**src/rtl/aes_block_packer.sv**
```systemverilog
// Packs four 32-bit stream words into one 128-bit AES block, word 0 least significant.
// Define AES_PACKER_BSWAP_EN to byte-reverse each word before it is stored.
module aes_block_packer #(
   parameter int unsigned CNT_W = 16
) (
   input  logic             clk_i,
   input  logic             rst_ni,
   input  logic             clear_i,
   input  logic [31:0]      in_data_i,
   input  logic             in_valid_i,
   output logic             in_ready_o,
   output logic [127:0]     out_data_o,
   output logic             out_valid_o,
   input  logic             out_ready_i,
   output logic [CNT_W-1:0] blk_cnt_o,
   output logic             busy_o
);

   typedef enum logic {StFill, StFull} state_e;

   state_e           state_q;
   logic [1:0]       idx_q;
   logic [127:0]     data_q;
   logic [CNT_W-1:0] cnt_q;
   logic [31:0]      word;
   logic             in_hs;
   logic             out_hs;

`ifdef AES_PACKER_BSWAP_EN
   assign word = {in_data_i[7:0], in_data_i[15:8], in_data_i[23:16], in_data_i[31:24]};
`else
   assign word = in_data_i;
`endif

   // A full block can be refilled in the same cycle it is taken.
   assign in_ready_o  = !clear_i && ((state_q == StFill) || out_ready_i);
   assign out_valid_o = !clear_i && (state_q == StFull);
   assign in_hs       = in_valid_i && in_ready_o;
   assign out_hs      = out_valid_o && out_ready_i;

   assign out_data_o = data_q;
   assign blk_cnt_o  = cnt_q;
   assign busy_o     = (idx_q != 2'd0) || (state_q == StFull);

   always_ff @(posedge clk_i or negedge rst_ni) begin
      if (!rst_ni) begin
         state_q <= StFill;
         idx_q   <= 2'd0;
         data_q  <= '0;
         cnt_q   <= '0;
      end else if (clear_i) begin
         state_q <= StFill;
         idx_q   <= 2'd0;
         data_q  <= '0;
         cnt_q   <= '0;
      end else begin
         if (out_hs) begin
            cnt_q <= cnt_q + {{(CNT_W-1){1'b0}}, 1'b1};
         end
         case (state_q)
            StFill: begin
               if (in_hs) begin
                  data_q[{idx_q, 5'b0} +: 32] <= word;
                  idx_q                       <= idx_q + 2'd1;
                  if (idx_q == 2'd3) begin
                     state_q <= StFull;
                  end
               end
            end
            StFull: begin
               if (out_hs) begin
                  state_q <= StFill;
                  // in_ready_o tracks out_ready_i here, so an input handshake implies out_hs.
                  if (in_hs) begin
                     data_q[31:0] <= word;
                     idx_q        <= 2'd1;
                  end
               end
            end
            default: state_q <= StFill;
         endcase
      end
   end

endmodule

```
**config.mk**
```make
export PLATFORM = sky130hd
export DESIGN_NAME = aes_block_packer
export DESIGN_NICKNAME = d
export VERILOG_FILES = /design/src/rtl/aes_block_packer.sv
export SDC_FILE = /design/constraint.sdc
export NUM_CORES = 1
export LEC_CHECK = 0
export CORE_MARGIN = 5
export CORE_UTILIZATION = 49
export CTS_CLUSTER_DIAMETER = 40
export DETAILED_ROUTE_END_ITERATION = 7
export GPL_TIMING_DRIVEN = 1
export HOLD_SLACK_MARGIN = 0.1
export PLACE_DENSITY_LB_ADDON = 0.05
export SETUP_SLACK_MARGIN = 0.5
export SLEW_MARGIN = 40
export SYNTH_ARGS = -nofsm -noshare
export SYNTH_HDL_FRONTEND = slang
export SYNTH_SLANG_ARGS = --single-unit
```
**constraint.sdc**
```tcl
create_clock -name clk_i -period 5.02 [get_ports clk_i]
set_clock_uncertainty 0.1 [all_clocks]
set_input_delay 1.506 -clock clk_i [delete_from_list [all_inputs] [get_ports clk_i]]
set_output_delay 1.506 -clock clk_i [all_outputs]
set_load 0.02 [all_outputs]
```
==> results of run 1 <==
-- sequential cells by signal, indices dropped and copies added, names as in the netlist --
name / cells
idx_q: 2
blk_cnt_o: 16
out_data_o: 128
state_q: 1
-- worst max-delay path, cell delays in order --
cell and delay [ns]:
clkdlybuf4s50_1 0.50, nand2b_1 0.19, nor2b_1 0.14, dlygate4sd2_1 0.34
-- logic make-up after synthesis --
family          share of synthesized area, %
mux                                    0.406
simple gates                            5.91
buf+inv                                 2.32
flops                                   66.3
compound gates                          21.8
fa+ha+maj                               1.58
xor+xnor                                1.74
-- where the power goes --
group	internal, mW	switching (mW)	leakage (nW)
clock	0.725	0.455	0.261
sequential	1.21	0.0171	2.04
combinational	0.0949	0.140	1.35
-- synthesized netlist by cell type (all sizes together) --
master	instances	area, µm²
dfrtp	147	3680
xor2	4	35.0
or3	4	31.3
nor2b	3	18.8
and2b	1	8.76
nand4	5	46.3
mux2	2	22.5
nand2b	2	12.5
nand3	7	35.0
a21oi	13	68.8
inv	3	11.3
nor3	8	40.0
nor4	3	18.8
a211oi	1	7.51
nand2	11	41.3
ha	7	87.6
buf	11	53.8
a22o	128	1120
clkbuf	17	63.8
nor2	16	60.1
or2	1	6.26
xnor2	7	61.3
o21ai	2	10.0
and4	1	8.76
-- layout make-up --
cell class	count	area, µm²	area share, %
tap	140	175	2.14
clock inverter	4	50.0	0.612
multi-input combinational	226	1810	22.1
clock buffer	25	495	6.06
sequential	147	3680	45.0
inverter	3	11.3	0.138
timing repair buffer	197	1960	24.0
-- worst paths after layout --
kind,from,end,cells after the start
worst max-delay path,out_ready_i,in_ready_o,4
worst min-delay path,out_data_o[103]$_DFFE_PN0P_,out_data_o[103]$_DFFE_PN0P_,1
worst max register to register,idx_q[0]$_DFFE_PN0P_,out_data_o[62]$_DFFE_PN0P_,6
worst min register to register,out_data_o[103]$_DFFE_PN0P_,out_data_o[103]$_DFFE_PN0P_,1
max in group asynchronous,rst_ni,out_data_o[55]$_DFFE_PN0P_,3
min in group asynchronous,rst_ni,blk_cnt_o[7]$_DFFE_PN0P_,1
-- through the flow --
step,utilization [%],cells,hold WS (ns)
finish,74.5,742,0.402
global route,74.5,742,0.415
CTS,74.2,741,0.408
detailed placement,69.3,712,0.390
global placement,69.2,712,0.387
floorplan,-,404,0.503
-- timing repair --
| item | in CTS | in global routing |
|---|---|---|
| endpoints found under the hold margin | 0 | 0 |
| hold buffers | 0 | 0 |
| setup endpoints to repair | 1 | 0 |
| gates resized for setup | 1 | 0 |
-- layer usage --
metal | vias up | GRT usage, % | wire, µm
met3 | 17 | 8.76 | 1620
met2 | 208 | 37.2 | 7480
met4 | 0 | 7.50 | 216
li1 | 1901 | - | -
met1 | 2226 | 32.9 | 6710
met5 | - | 0 | 0
==> results.yml, run 1 <==
sta:
  rsz0062_at_grt: "no"
  slew_violations: 0
  period_share_pct: 85.3
  hold_violations: 0
  relSlewSlack_pct: 49.9
  fin_setup_tns_ns: 0
  max_freq_ghz: 0.233
  min_period_ns: 4.28
  setup_slack_ns: 0.737
  tightest_slew_ns: 0.749
  setup_violations: 0
clock_tree:
  cts_root_buf: "clkbuf_16"
  htree_num_levels: 4
  clk_pin_slew_ns: 0.06
  worstSkewPairLatency_ns: 0.41
  cts_inserted_buffers: 17
  cts_sinks: 147
  clk_path_buf_depth: 2
  cts_tree: "yes"
  cts_setup_buffers: 0
worst_setup_path:
  crit_required_ns: 3.41
  critPathMaxFanout: 4
  crit_path_end_kind: "output port"
  worst_setup_path_start_kind: "input port"
  reg2reg_slack_ns: 2.45
  path_class: "in2out"
  cp_data_arrival_time_ns: 2.68
global_route:
  grt_pass1_vias: 4552
  grt_max_degree: 101
  grt-ovfl-total: 0
  grt_usage_pct: 24.3
  grt_pass1_wl_mm: 25.1
  antenna_found_initial: 0
logic_synthesis:
  yosys_warnings: 0
  avgSynthCellArea_um2: 13.7
  syn_inst: 404
  syn-num-nets: 448
  netlist_area_mm2: 0.00555
  ys_seq_elements: 147
  yosysSeqAreaShare_pct: 66.3
  ys_types: 29
layout:
  final_nets: 636
  n_antenna_cell: 0
  drive_above_1_share_pct: 9.14
  final_cell_mix: "181 x clkdlybuf4s50_1, 147 x dfrtp_1, 128 x a22o_1"
  final_cell_area_mm2: 0.00818
  final_common_cell: "clkdlybuf4s50_1"
  area_delta_synth_final_pct: 47.4
  fillers: 750
hold_path:
  hp-class: "reg2reg"
power_and_ir_drop:
  finalPower_mw: 2.64
  peakVddDrop_v: 0.000282
  power.density_mw_per_mm2: 323
  p_leak_nw: 3.65
die:
  ios: 184
  coreArea_mm2: 0.0110
  dieArea_mm2: 0.0136
  rows: 38
  die_h_um: 116
  die_x_um: 116
  start_util_pct: 50.5
outcome:
  status: "complete, no violations"
detailed_routing:
  vias_per_cell: 5.87
  wl_mm: 16.0
  firstDrtPassIters: 5
  avgRoutedWirePerCell_um: 21.6
  postRouteAntennaNets: 0
  drt-initial-drc-count: 320
  vias: 4352
  drc: 0
placed_design:
  dp.final_hpwl_mm: 10.0
  port_buffers: 183
  place.gp.congestion: 0.803
  dpl_cell_area_mm2: 0.00761
  dp_worst_setup_slack_ns: 0.446
job:
  maxCapViolCount: 0
No activity file was read; power rests on OpenSTA's default activity.
==> inputs of run 2 (changes only) <==
- ABC_CLOCK_PERIOD_IN_PS: not set -> 5020
- CAP_MARGIN: not set -> 0
==> results of run 2 <==
Final layout, timing and power as in run 1 (identical DEF).
==> inputs of run 3 (changes only) <==
- PLACE_DENSITY: not set -> 0.81
- PLACE_DENSITY_LB_ADDON: 0.05 -> not set
==> run 3 against run 2 <==
Total power rose by 11%. Design area increased by 2.0%. Critical path depth decreased by 1. Hold slack about the same. Via count rose by 1.4%. First-iteration DRC count is 3.4% lower. Core utilization increased by 1.5 points. Flip-flop and latch count unchanged. Count of clock-buffer cells in the layout down 7. Sequential share of layout area down 0.86 points. Sequential power about the same.
==> results.yml, run 3 (synthesis gave the netlist of run 1 again) <==
die:
  dieArea_mm2: 0.0136
  die_x_um: 116
  start_util_pct: 50.5
  ios: 184
  coreArea_mm2: 0.0110
  die_h_um: 116
  rows: 38
global_route:
  grt_pass1_wl_mm: 26.3
  grt_max_degree: 117
  grt-ovfl-total: 0
  grt_usage_pct: 25.6
  antenna_found_initial: 0
  grt_pass1_vias: 4729
placed_design:
  place.gp.congestion: 0.813
  dp.final_hpwl_mm: 10.8
  dp_worst_setup_slack_ns: 0.485
  port_buffers: 183
clock_tree:
  cts_tree: "yes"
  clk_pin_slew_ns: 0.06
  cts_hold_buf: 0
  clk_path_buf_depth: 2
  ctsResizeCount: 1
  cts_root_buf: "clkbuf_16"
  worstSkewPairLatency_ns: 0.41
  cts_inserted_buffers: 17
  htree_num_levels: 4
  cts_sinks: 147
  cts_setup_buffers: 0
power_and_ir_drop:
  p_leak_nw: 3.71
  power.density_mw_per_mm2: 352
  peakVddDrop_v: 0.000228
detailed_routing:
  wl_mm: 16.7
  postRouteAntennaNets: 0
  firstDrtPassIters: 6
  drt-initial-drc-count: 309
  avgRoutedWirePerCell_um: 22.5
  wl_met1_mm: 6.64
  vias: 4414
  drc: 0
  met2RoutedLength_mm: 8.35
  highest_layer: "met4"
  dr_wl_met3_mm: 1.45
  vias_per_cell: 5.93
worst_setup_path:
  timing.rr.end: "out_data_o[70]$_DFFE_PN0P_"
  reg2reg_slack_ns: 2.50
  critPathMaxFanout: 5
  worst_setup_path_start_kind: "input port"
  reg2reg_depth: 6
  path_class: "in2out"
  crit_path_end_kind: "output port"
  crit_required_ns: 3.41
  cp_data_arrival_time_ns: 2.74
  r2r-start: "idx_q[0]$_DFFE_PN0P_"
layout:
  fillers: 691
  final_cell_mix: "181 x clkdlybuf4s50_1, 147 x dfrtp_1, 128 x a22o_1"
  n_antenna_cell: 0
  fin_util_pct: 75.9
  drive_above_1_share_pct: 9.93
  final_nets: 635
  final_common_cell: "clkdlybuf4s50_1"
  area_delta_synth_final_pct: 50.3
  largest_reg_flops: 128
sta:
  setup_slack_ns: 0.674
  relSlewSlack_pct: 57.6
  max_freq_ghz: 0.230
  hold_violations: 0
  slew_violations: 0
  rsz0062_at_grt: "no"
  tightest_slew_ns: 0.635
  setup_violations: 0
  period_share_pct: 86.6
  fin_setup_tns_ns: 0
  min_period_ns: 4.35
hold_path:
  hold_start: "out_data_o[29]$_DFFE_PN0P_"
  whs_endpoint: "out_data_o[29]$_DFFE_PN0P_"
  whs_path_depth: 1
  hp-class: "reg2reg"
outcome:
  status: "complete, no violations"
job:
  maxCapViolCount: 0
==> run 3: worst max-delay path by stage <==
stage                 from          end  slack, ns
5_1_grt            clear_i  out_valid_o       0.59
4_1_cts            clear_i  out_valid_o       0.67
3_3_place_gp   out_ready_i   in_ready_o       0.46
2_1_floorplan      clear_i   in_ready_o       1.18
6_report           clear_i  out_valid_o       0.67
3_5_place_dp   out_ready_i   in_ready_o       0.49
==> run 3: power by group <==
part | leakage [nW] | internal, mW | switching [mW]
clock network | 0.322 | 0.981 | 0.490
logic | 1.35 | 0.0954 | 0.143
registers | 2.04 | 1.21 | 0.0179
total | 3.71 | 2.28 | 0.651
==> run 3: metal layers <==
layer,track usage [%],vias up
li1,-,1905
met1,32.2,2261
met2,41.2,225
met3,8.39,23
met4,9.90,0
met5,0,-
==> run 3: cell type report <==
| type | instances | area [µm²] | area share [%] |
|---|---|---|---|
| inverters | 3 | 11.3 | 0.135 |
| clock buffers | 18 | 429 | 5.15 |
| flip-flops and latches | 147 | 3680 | 44.1 |
| multi-input cells | 226 | 1810 | 21.7 |
| well taps | 140 | 175 | 2.10 |
| repair buffers | 196 | 1970 | 23.7 |
| clock inverters | 14 | 259 | 3.11 |
==> run 3: metrics by stage <==
step | hold slack (ns) | instance area, µm² | std cells | total power [mW]
3_5_place_dp | 0.390 | 7620 | 711 | 1.48
2_1_floorplan | 0.503 | 5550 | 404 | 1.33
3_3_place_gp | 0.387 | 7590 | 710 | 1.47
4_1_cts | 0.407 | 8300 | 743 | 2.95
5_1_grt | 0.423 | 8340 | 744 | 3.02
6_report | 0.402 | 8340 | 744 | 2.93
==> run 3: critical path, cell delays in order <==
cell,delay [ns]
clkdlybuf4s50_1,0.49
nor2b_1,0.14
clkdlybuf4s50_1,0.61
